===== config.mk =====
export PLATFORM = sky130hd
export DESIGN_NAME = fetch_stage
export DESIGN_NICKNAME = d
export VERILOG_FILES = /design/src/rtl/cpu_pkg.sv /design/src/rtl/if_id_reg.sv /design/src/rtl/fetch_stage.sv
export SDC_FILE = /design/constraint.sdc
export NUM_CORES = 1
export LEC_CHECK = 0
export CORE_MARGIN = 2
export CORE_UTILIZATION = 55
export DETAILED_ROUTE_END_ITERATION = 6
export DONT_BUFFER_PORTS = 1
export MAX_ROUTING_LAYER = met4
export PLACE_DENSITY = 0.73
export SYNTH_ARGS = -nofsm -noshare
export SYNTH_HDL_FRONTEND = slang
export SYNTH_SLANG_ARGS = --single-unit

===== constraint.sdc =====
create_clock -name clk -period 1.5 [get_ports clk]
set_input_delay 0.15 -clock clk [delete_from_list [all_inputs] [get_ports clk]]
set_output_delay 0.15 -clock clk [all_outputs]
set_load 0.1 [all_outputs]

===== src/rtl/cpu_pkg.sv =====
// Shared CPU definitions: instruction field widths, opcode constants,
// the fetch FSM state type, and helpers used by fetch and decode.
package cpu_pkg;

  localparam int unsigned OPCODE_W = 5;
  localparam int unsigned INSTR_W  = 16;

  localparam logic [OPCODE_W-1:0] OP_NOP = 5'd0;
  localparam logic [OPCODE_W-1:0] OP_LDM = 5'd13;
  localparam logic [OPCODE_W-1:0] OP_JZ  = 5'd16;
  localparam logic [OPCODE_W-1:0] OP_JN  = 5'd17;
  localparam logic [OPCODE_W-1:0] OP_JC  = 5'd18;
  localparam logic [OPCODE_W-1:0] OP_SHL = 5'd30;
  localparam logic [OPCODE_W-1:0] OP_SHR = 5'd31;

  typedef enum logic {
    FETCH     = 1'b0,
    FETCH_IMM = 1'b1
  } fetch_state_t;

  // Instructions whose second word carries a 16-bit immediate.
  function automatic logic is_two_word(input logic [OPCODE_W-1:0] opcode);
    return (opcode == OP_LDM) || (opcode == OP_SHL) || (opcode == OP_SHR);
  endfunction

  // Conditional jump opcodes resolved downstream.
  function automatic logic is_jump(input logic [OPCODE_W-1:0] opcode);
    return (opcode == OP_JZ) || (opcode == OP_JN) || (opcode == OP_JC);
  endfunction

endpackage


===== src/rtl/if_id_reg.sv =====
// IF/ID pipeline register.
// Ports:
//   clk, rst_n          clock, synchronous active-low reset
//   load                capture *_d this cycle (otherwise hold)
//   flush               load a bubble (all zero); overrides load
//   instr_d/imm_d/pc_d/valid_d   next entry contents
//   instr/imm/pc/valid  registered entry
module if_id_reg
  import cpu_pkg::*;
#(
  parameter int unsigned ADDR_W = 16
) (
  input  logic               clk,
  input  logic               rst_n,
  input  logic               load,
  input  logic               flush,
  input  logic [INSTR_W-1:0] instr_d,
  input  logic [INSTR_W-1:0] imm_d,
  input  logic [ADDR_W-1:0]  pc_d,
  input  logic               valid_d,
  output logic [INSTR_W-1:0] instr,
  output logic [INSTR_W-1:0] imm,
  output logic [ADDR_W-1:0]  pc,
  output logic               valid
);

  always_ff @(posedge clk) begin
    if (!rst_n || flush) begin
      instr <= '0;
      imm   <= '0;
      pc    <= '0;
      valid <= 1'b0;
    end else if (load) begin
      instr <= instr_d;
      imm   <= imm_d;
      pc    <= pc_d;
      valid <= valid_d;
    end
  end

endmodule


===== src/rtl/fetch_stage.sv =====
// Instruction-fetch stage: owns the PC, reads instruction memory
// combinationally, merges two-word immediate instructions into a single
// IF/ID entry, and honours stalls and jump redirects.
// Ports:
//   clk, rst_n       clock, synchronous active-low reset
//   imem_addr        word address to instruction memory (= pc)
//   imem_data        instruction word at imem_addr, same cycle
//   stall            freeze PC, FSM and IF/ID
//   jump_taken       redirect to jump_target and flush IF/ID
//   jump_target      redirect address
//   if_instr/if_opcode/if_imm/if_pc/if_valid   IF/ID register outputs
module fetch_stage
  import cpu_pkg::*;
#(
  parameter int unsigned          ADDR_W   = 16,
  parameter logic [ADDR_W-1:0]    RESET_PC = '0
) (
  input  logic                clk,
  input  logic                rst_n,
  output logic [ADDR_W-1:0]   imem_addr,
  input  logic [INSTR_W-1:0]  imem_data,
  input  logic                stall,
  input  logic                jump_taken,
  input  logic [ADDR_W-1:0]   jump_target,
  output logic [INSTR_W-1:0]  if_instr,
  output logic [OPCODE_W-1:0] if_opcode,
  output logic [INSTR_W-1:0]  if_imm,
  output logic [ADDR_W-1:0]   if_pc,
  output logic                if_valid
);

  logic [ADDR_W-1:0]  pc;
  logic [ADDR_W-1:0]  pc_inc;
  fetch_state_t       state;
  logic [INSTR_W-1:0] hold_instr;
  logic               first_is_imm;

  logic [INSTR_W-1:0] d_instr;
  logic [INSTR_W-1:0] d_imm;
  logic [ADDR_W-1:0]  d_pc;
  logic               d_valid;

  assign imem_addr    = pc;
  assign pc_inc       = pc + ADDR_W'(1);
  assign first_is_imm = is_two_word(imem_data[INSTR_W-1 -: OPCODE_W]);
  assign if_opcode    = if_instr[INSTR_W-1 -: OPCODE_W];

  always_ff @(posedge clk) begin
    if (!rst_n) begin
      pc         <= RESET_PC;
      state      <= FETCH;
      hold_instr <= '0;
    end else if (jump_taken) begin
      pc    <= jump_target;
      state <= FETCH;
    end else if (!stall) begin
      pc <= pc_inc;
      if (state == FETCH && first_is_imm) begin
        hold_instr <= imem_data;
        state      <= FETCH_IMM;
      end else begin
        state <= FETCH;
      end
    end
  end

  // Next IF/ID entry. The first word of an immediate instruction yields a
  // bubble; the full instruction is emitted once its second word arrives.
  always_comb begin
    d_instr = '0;
    d_imm   = '0;
    d_pc    = '0;
    d_valid = 1'b0;
    case (state)
      FETCH: begin
        if (!first_is_imm) begin
          d_instr = imem_data;
          d_pc    = pc_inc;
          d_valid = 1'b1;
        end
      end
      FETCH_IMM: begin
        d_instr = hold_instr;
        d_imm   = imem_data;
        d_pc    = pc_inc;
        d_valid = 1'b1;
      end
      default: ;
    endcase
  end

  if_id_reg #(
    .ADDR_W(ADDR_W)
  ) u_if_id (
    .clk     (clk),
    .rst_n   (rst_n),
    .load    (!stall),
    .flush   (jump_taken),
    .instr_d (d_instr),
    .imm_d   (d_imm),
    .pc_d    (d_pc),
    .valid_d (d_valid),
    .instr   (if_instr),
    .imm     (if_imm),
    .pc      (if_pc),
    .valid   (if_valid)
  );

endmodule


==> results.cfg, run 1 <==
[placed_design]
finalWeightedCongestion = 0.868
placed_area_mm2 = 0.00426
dp.cells = 501
pre_cts_ws_ns = -0.0825
place.port_buffers = 0
hpwlAfterDp_um = 5890

[drt]
routed-via-count = 3191
post-route-drc-count = 0
detail_route.first_pass.iterations = 5
ant_nets = 0
drt-initial-drc-count = 182
via_per_inst = 5.82
postRouteWirelength_um = 9710
route.detailed.wl_per_inst_um = 17.7

[finish]
layout_utilization = 0.801
final_layout_size_suffix_gt1_frac = 0.302
design.final.nets = 505
areaGrowthSynthToFinish_pct = 38.9
multi_input_comb_area_mm2 = 0.00180
fillCellCount = 401
layoutNonFillerInstCount = 548
post-route-cell-area_mm2 = 0.00483
register_area_mm2 = 0.00170
antenna-diode-count = 0

[sta]
final-hold-violation-count = 0
grt_setup_unrepaired = yes
total_of_endpoints_with_negative_setup_slack_in_the_final_report = 10
achievable-frequency_mhz = 648
hold_ws_ns = 0.00753
maxSlewViolCount = 0
timing_worst_slew_pin_value_ns = 1.05
worst_clock_skew_ns = 0.0110
timing.final.crit_share = 1.03
layout_min_cycle_time_ns = 1.54
final_worst_setup_slack_ns = -0.0438
timing.slew.headroom = 0.303

[worst_setup_path]
cp_data_arrival_time_ns = 1.79
worst_setup_path_start_kind = flip-flop
critPathRequiredTime_ns = 1.75
criticalPathCategory = reg2reg
cp-end-kind = flip-flop
max_fanout_on_critical_path = 6

[synthesis]
netlist_top_cells_count = sky130_fd_sc_hd__dfxtp_1 (82), sky130_fd_sc_hd__o21ai_0 (30), sky130_fd_sc_hd__nor2_1 (25)
yosysMostFrequentCell = sky130_fd_sc_hd__dfxtp_1
synth_top_cell_by_area = sky130_fd_sc_hd__dfxtp_1
ys_async_sr_fraction = 0
netlist_top_cells_area = sky130_fd_sc_hd__dfxtp_1 (47%), sky130_fd_sc_hd__xnor2_1 (6.0%), sky130_fd_sc_hd__o21ai_0 (4.3%)
synth.yosys.warnings = 0
yosys_register_bits = 82
synth_area_mm2 = 0.00348
synth_nets = 416
synth_area_per_cell_um2 = 9.17
synth_edf_count = 0
post-synth-top-area-fraction = 0.472
synth_sequential_area_ratio = 0.472
synth_cell_type_count = 39
ys_dominant_reg_cell = sky130_fd_sc_hd__dfxtp_1
synthCells = 379

[power]
internal_power_mw = 3.44
sequential_cell_fraction_of_total_power = 0.462
p_leak_nw = 1.89
share_clk_of_total_power = 0.356
power.share.combinational = 0.181
power-per-cell-area_mw_per_mm2 = 1030
power.share.switching = 0.308
p_sw_mw = 1.53
vdd.ir_drop.worst_v = 0.000703

[outcome]
outcome = complete, but fails checks
violations = negative setup slack

[cts]
cts_inserted_buffers = 9
h-tree-depth = 3
cts.path.max_buffers = 2
cts.clk_slew.worst_paths_ns = 0.08
clock-sinks = 82
cts_tree = yes
clockRootBuffer = sky130_fd_sc_hd__clkbuf_8
clkLatencyLatePin_ns = 0.36

[floorplan]
die_h_um = 83.5
chip_width_um = 83.5
start_util = 0.577
die-area_mm2 = 0.00697
pin_count = 106
core_mm2 = 0.00603
num_rows = 28

[run]
timing.max_cap.violations = 0

[grt]
grt_start_max_net_pins = 31
first_global_vias = 3172
global_routing_usage_summed_across_all_routing_layers = 0.283
grt-ovfl-total = 0
grt_first_pass_wirelength_um = 15500
antenna_found_initial = 0

[worst_hold_path]
timing.hold.worst.class = in2reg
==> sequential cells by signal, summed over array words and instances, names as in the netlist <==
| signal | count |
|---|---|
| u_if_id.valid | 1 |
| imem_addr | 16 |
| u_if_id.pc | 16 |
| u_if_id.instr | 16 |
| hold_instr | 16 |
| u_if_id.imm | 16 |
| state | 1 |
==> worst paths after layout <==
kind         cells past startpoint       startpoint             to  slack [ns]
max                              6            state  hold_instr[2]       -0.04
min reg2reg                      2    u_if_id.pc[9]  u_if_id.pc[9]        0.46
max reg2reg                      6            state  hold_instr[2]       -0.04
min                              2  jump_target[14]  imem_addr[14]       0.008
==> cells in the final DEF, fill, tap and decap left out, drive strengths merged, types with 8 or more instances in the layout <==
| cell | count |
|---|---|
| buf | 83 |
| xnor2 | 24 |
| nor4 | 10 |
| a22oi | 17 |
| nor2 | 25 |
| dlygate4sd3 | 25 |
| a221o | 13 |
| o21ai | 30 |
| and3 | 13 |
| a21oi | 17 |
| nand2 | 24 |
| inv | 9 |
| clkbuf | 14 |
| nand3 | 8 |
| dfxtp | 82 |
| mux2i | 14 |
| nor2b | 17 |
| nor3 | 9 |
==> worst max-delay path, stage by stage, from the launching register on <==
cell and delay [ns]:
sky130_fd_sc_hd__dfxtp_2 0.33, sky130_fd_sc_hd__or3_4 0.34, sky130_fd_sc_hd__a211oi_4 0.21, sky130_fd_sc_hd__buf_6 0.16, sky130_fd_sc_hd__clkbuf_16 0.15, sky130_fd_sc_hd__mux2i_1 0.19, sky130_fd_sc_hd__nor2b_1 0.07
==> logic make-up (layout without fill, tap and decap cells) <==
| family | count (synthesis) | in the layout | synth area share |
|---|---|---|---|
| AND/OR/NAND/NOR | 125 | 125 | 0.189 |
| flip-flops | 82 | 82 | 0.472 |
| XOR/XNOR | 27 | 27 | 0.0680 |
| adder cells (fa/ha/maj) | 1 | 1 | 0.00360 |
| buffers and inverters | 42 | 136 | 0.0554 |
| multiplexers | 14 | 14 | 0.0403 |
| AO/OA/AOI/OAI | 88 | 88 | 0.171 |
==> area by class of cell <==
| type | instances | area share |
|---|---|---|
| well taps | 75 | 0.0194 |
| repair buffers | 111 | 0.203 |
| multi-input cells | 255 | 0.373 |
| clock buffers | 13 | 0.0373 |
| flip-flops and latches | 82 | 0.352 |
| inverters | 9 | 0.00699 |
| clock inverters | 3 | 0.00907 |
==> layer usage <==
layer,global-route usage,routed length (um)
met4,0.109,231
met1,0.344,4110
met3,0.0603,679
met5,-,0
met2,0.465,4690
==> power by group through the flow <==
| stage | combinational (mW) | sequential, mW | clock, mW |
|---|---|---|---|
| detailed placement | 0.796 | 2.35 | 0 |
| floorplan | 0.281 | 2.75 | 0 |
| global route | 0.941 | 2.30 | 1.88 |
| finish | 0.902 | 2.30 | 1.77 |
| global placement | 0.786 | 2.34 | 0 |
| CTS | 0.893 | 2.29 | 1.78 |
==> through the flow <==
| stage | power [mW] | TNS (ns) |
|---|---|---|
| finish | 4.97 | -0.212 |
| CTS | 4.97 | -0.211 |
| global route | 5.12 | -0.889 |
| detailed placement | 3.14 | -1.15 |
| floorplan | 3.03 | -4.00 |
| global placement | 3.13 | -0.499 |
==> timing repair <==
action | in CTS | in global routing
setup buffers | 2 | 1
endpoints found under the hold margin | 68 | 0
pin swaps | 0 | 2
cloned | 0 | 1
endpoints found under the setup margin | 28 | 25
hold buffers | 27 | 0
resized for setup | 2 | 5
No activity file was read; power rests on OpenSTA's default activity.
==> run 2: changes to the inputs <==
--- a/config.mk
+++ b/config.mk
@@ -5,6 +5,7 @@
 export SDC_FILE = /design/constraint.sdc
 export NUM_CORES = 1
 export LEC_CHECK = 0
+export ABC_AREA = 1
 export CORE_MARGIN = 2
 export CORE_UTILIZATION = 55
 export DETAILED_ROUTE_END_ITERATION = 6
==> results.cfg, run 2 <==
[power]
post-layout-total-power_mw = 4.99
vdd.ir_drop.worst_v = 0.00102
p_leak_nw = 2.01
power-per-cell-area_mw_per_mm2 = 1060

[finish]
antenna-diode-count = 0
final_layout_size_suffix_gt1_frac = 0.207
post-route-cell-area_mm2 = 0.00470
layout.cells.most_common = sky130_fd_sc_hd__nand2_1
layoutNonFillerInstCount = 682
areaGrowthSynthToFinish_pct = 28.9
layout_utilization = 0.736
design.final.nets = 637
mostFrequentLayoutCells = sky130_fd_sc_hd__nand2_1 (174), sky130_fd_sc_hd__buf_4 (71), sky130_fd_sc_hd__dfxtp_1 (62)
fillCellCount = 502

[synthesis]
yosysMostFrequentCell = sky130_fd_sc_hd__nand2_1
yosys_register_bits = 82
synth_top_cell_by_area = sky130_fd_sc_hd__dfxtp_1
synth_sequential_area_ratio = 0.450
netlist_top_cells_count = sky130_fd_sc_hd__nand2_1 (174), sky130_fd_sc_hd__dfxtp_1 (82), sky130_fd_sc_hd__nor2_1 (61)
post-synth-top-area-fraction = 0.450
synth_cell_type_count = 26
ys_async_sr_fraction = 0
synthCells = 523
synth_area_per_cell_um2 = 6.97
synth.yosys.warnings = 0
synth_area_mm2 = 0.00365
ys_dominant_reg_cell = sky130_fd_sc_hd__dfxtp_1
netlist_top_cells_area = sky130_fd_sc_hd__dfxtp_1 (45%), sky130_fd_sc_hd__nand2_1 (18%), sky130_fd_sc_hd__nor2_1 (6.3%)
synth_nets = 560
synth_edf_count = 0

[sta]
total_of_endpoints_with_negative_setup_slack_in_the_final_report = 0
timing_worst_slew_pin_value_ns = 0.661
setup-tns-final_ns = 0
layout_min_cycle_time_ns = 1.36
maxSlewViolCount = 0
timing.slew.headroom = 0.558
grt_setup_unrepaired = no
achievable-frequency_mhz = 737
final-hold-violation-count = 0
worst_clock_skew_ns = 0.0115
timing.final.crit_share = 0.904

[cts]
cts_inserted_buffers = 9
cts.repair_timing.setup_buffer_count = 0
cts_tree = yes
h-tree-depth = 3
clock-sinks = 82
clockRootBuffer = sky130_fd_sc_hd__clkbuf_8
cts.clk_slew.worst_paths_ns = 0.09
cts.path.max_buffers = 2
clkLatencyLatePin_ns = 0.35

[grt]
grtUsageMet3 = 0.0418
first_global_vias = 3506
global_routing_usage_summed_across_all_routing_layers = 0.288
antenna_found_initial = 0
grt-ovfl-total = 0
gr-usage-met1 = 0.350
grt_first_pass_wirelength_um = 16200
top_usage_layer = met2
grt_start_max_net_pins = 41
groute.layer.met2.usage = 0.472

[run]
timing.max_cap.violations = 0

[floorplan]
pin_count = 106
die-area_mm2 = 0.00730
core_mm2 = 0.00639
chip_width_um = 85.4
num_rows = 29
die_h_um = 85.4
start_util = 0.571

[drt]
routed-via-count = 3617
postRouteWirelength_um = 9850
ant_nets = 0
drt-initial-drc-count = 207
detail_route.first_pass.iterations = 4
via_per_inst = 5.30
route.detailed.wl_per_inst_um = 14.4
post-route-drc-count = 0

[worst_hold_path]
min_from = jump_target[1]
timing.hold.worst.class = in2reg

[worst_setup_path]
critPathTopFamily = flip-flops
critical_path.slowest_cell = sky130_fd_sc_hd__dfxtp_4
cp_data_arrival_time_ns = 1.63
rr_startpoint = imem_addr[0]
max_fanout_on_critical_path = 7
criticalPathCategory = reg2reg
critPathRequiredTime_ns = 1.78
critical_path.max_stage_delay_ns = 0.40
worst_setup_path_start_kind = flip-flop
worstSetupStartpoint = imem_addr[0]
critical_path.most_common_cell = sky130_fd_sc_hd__nand2_1
cp.buffers_inverters = 0
cp-end-kind = flip-flop
path_cells = ha_4 > nand2_1 > nor2_2 > nand2_1 > xor2_1 > nand2_1 > a21oi_1

[placed_design]
finalWeightedCongestion = 0.898
dp.cells = 644
placed_area_mm2 = 0.00424
place.port_buffers = 0
hpwlAfterDp_um = 6480

[outcome]
outcome = complete, no violations
[run 2: cell count changes after synthesis, moves of 24 or more]
cell                      previous run  this run
sky130_fd_sc_hd__a21oi_1            17        43
sky130_fd_sc_hd__nor2_1             25        61
sky130_fd_sc_hd__inv_1               9        44
sky130_fd_sc_hd__xnor2_1            24         0
sky130_fd_sc_hd__nand2_1            24       174
[run 2: power breakdown]
part	internal (mW)	switching, mW
Clock	1.04	0.784
Combinational	0.219	0.658
Sequential	2.24	0.0540
[run 2: area by class of cell]
type / count / area (um^2) / area share
tap: 77 / 96.3 / 0.0205
multi-input combinational: 361 / 1660 / 0.354
clock inverter: 4 / 73.8 / 0.0157
sequential: 82 / 1680 / 0.358
clock buffer: 12 / 156 / 0.0333
inverter: 49 / 184 / 0.0391
timing repair buffer: 97 / 843 / 0.179
[run 2: metal layers]
layer | vias up | part of all wire
li1 | 1811 | -
met1 | 1656 | 0.41
met2 | 126 | 0.50
met3 | 24 | 0.063
met4 | 0 | 0.031
met5 | - | 0
[run 2: logic make-up after synthesis]
family	after synthesis	synth area share
AND/OR/NAND/NOR	257	0.286
AO/OA/AOI/OAI	95	0.142
flip-flops	82	0.450
buffers and inverters	80	0.0988
XOR/XNOR	8	0.0192
adder cells (fa/ha/maj)	1	0.00343
[run 2: timing repair]
item | in CTS | in global routing
hold buffers | 22 | 0
hold endpoints to repair | 68 | 0
resized for setup | 0 | 0
[run 2: final timing paths]
kind,to,slack [ns],cells after the start
min,imem_addr[1],0.01,4
min reg2reg,u_if_id.pc[2],0.47,2
max,imem_addr[8],0.14,7
max reg2reg,imem_addr[8],0.14,7
[run 2: per-stage QoR]
step / hold slack [ns] / setup slack (ns)
6_report: 0.0142 / 0.144
3_3_place_gp: 0.252 / 0.210
3_5_place_dp: 0.259 / 0.164
5_1_grt: 0.0455 / 0.0230
2_1_floorplan: 0.285 / 0.00660
4_1_cts: 0.00660 / 0.146
[run 2: tightest hold or removal path, cell delays in order]
cell,delay [ns]
sky130_fd_sc_hd__nand2_1,0.04
sky130_fd_sc_hd__nand3_1,0.07
sky130_fd_sc_hd__nand2_1,0.04
sky130_fd_sc_hd__inv_1,0.04
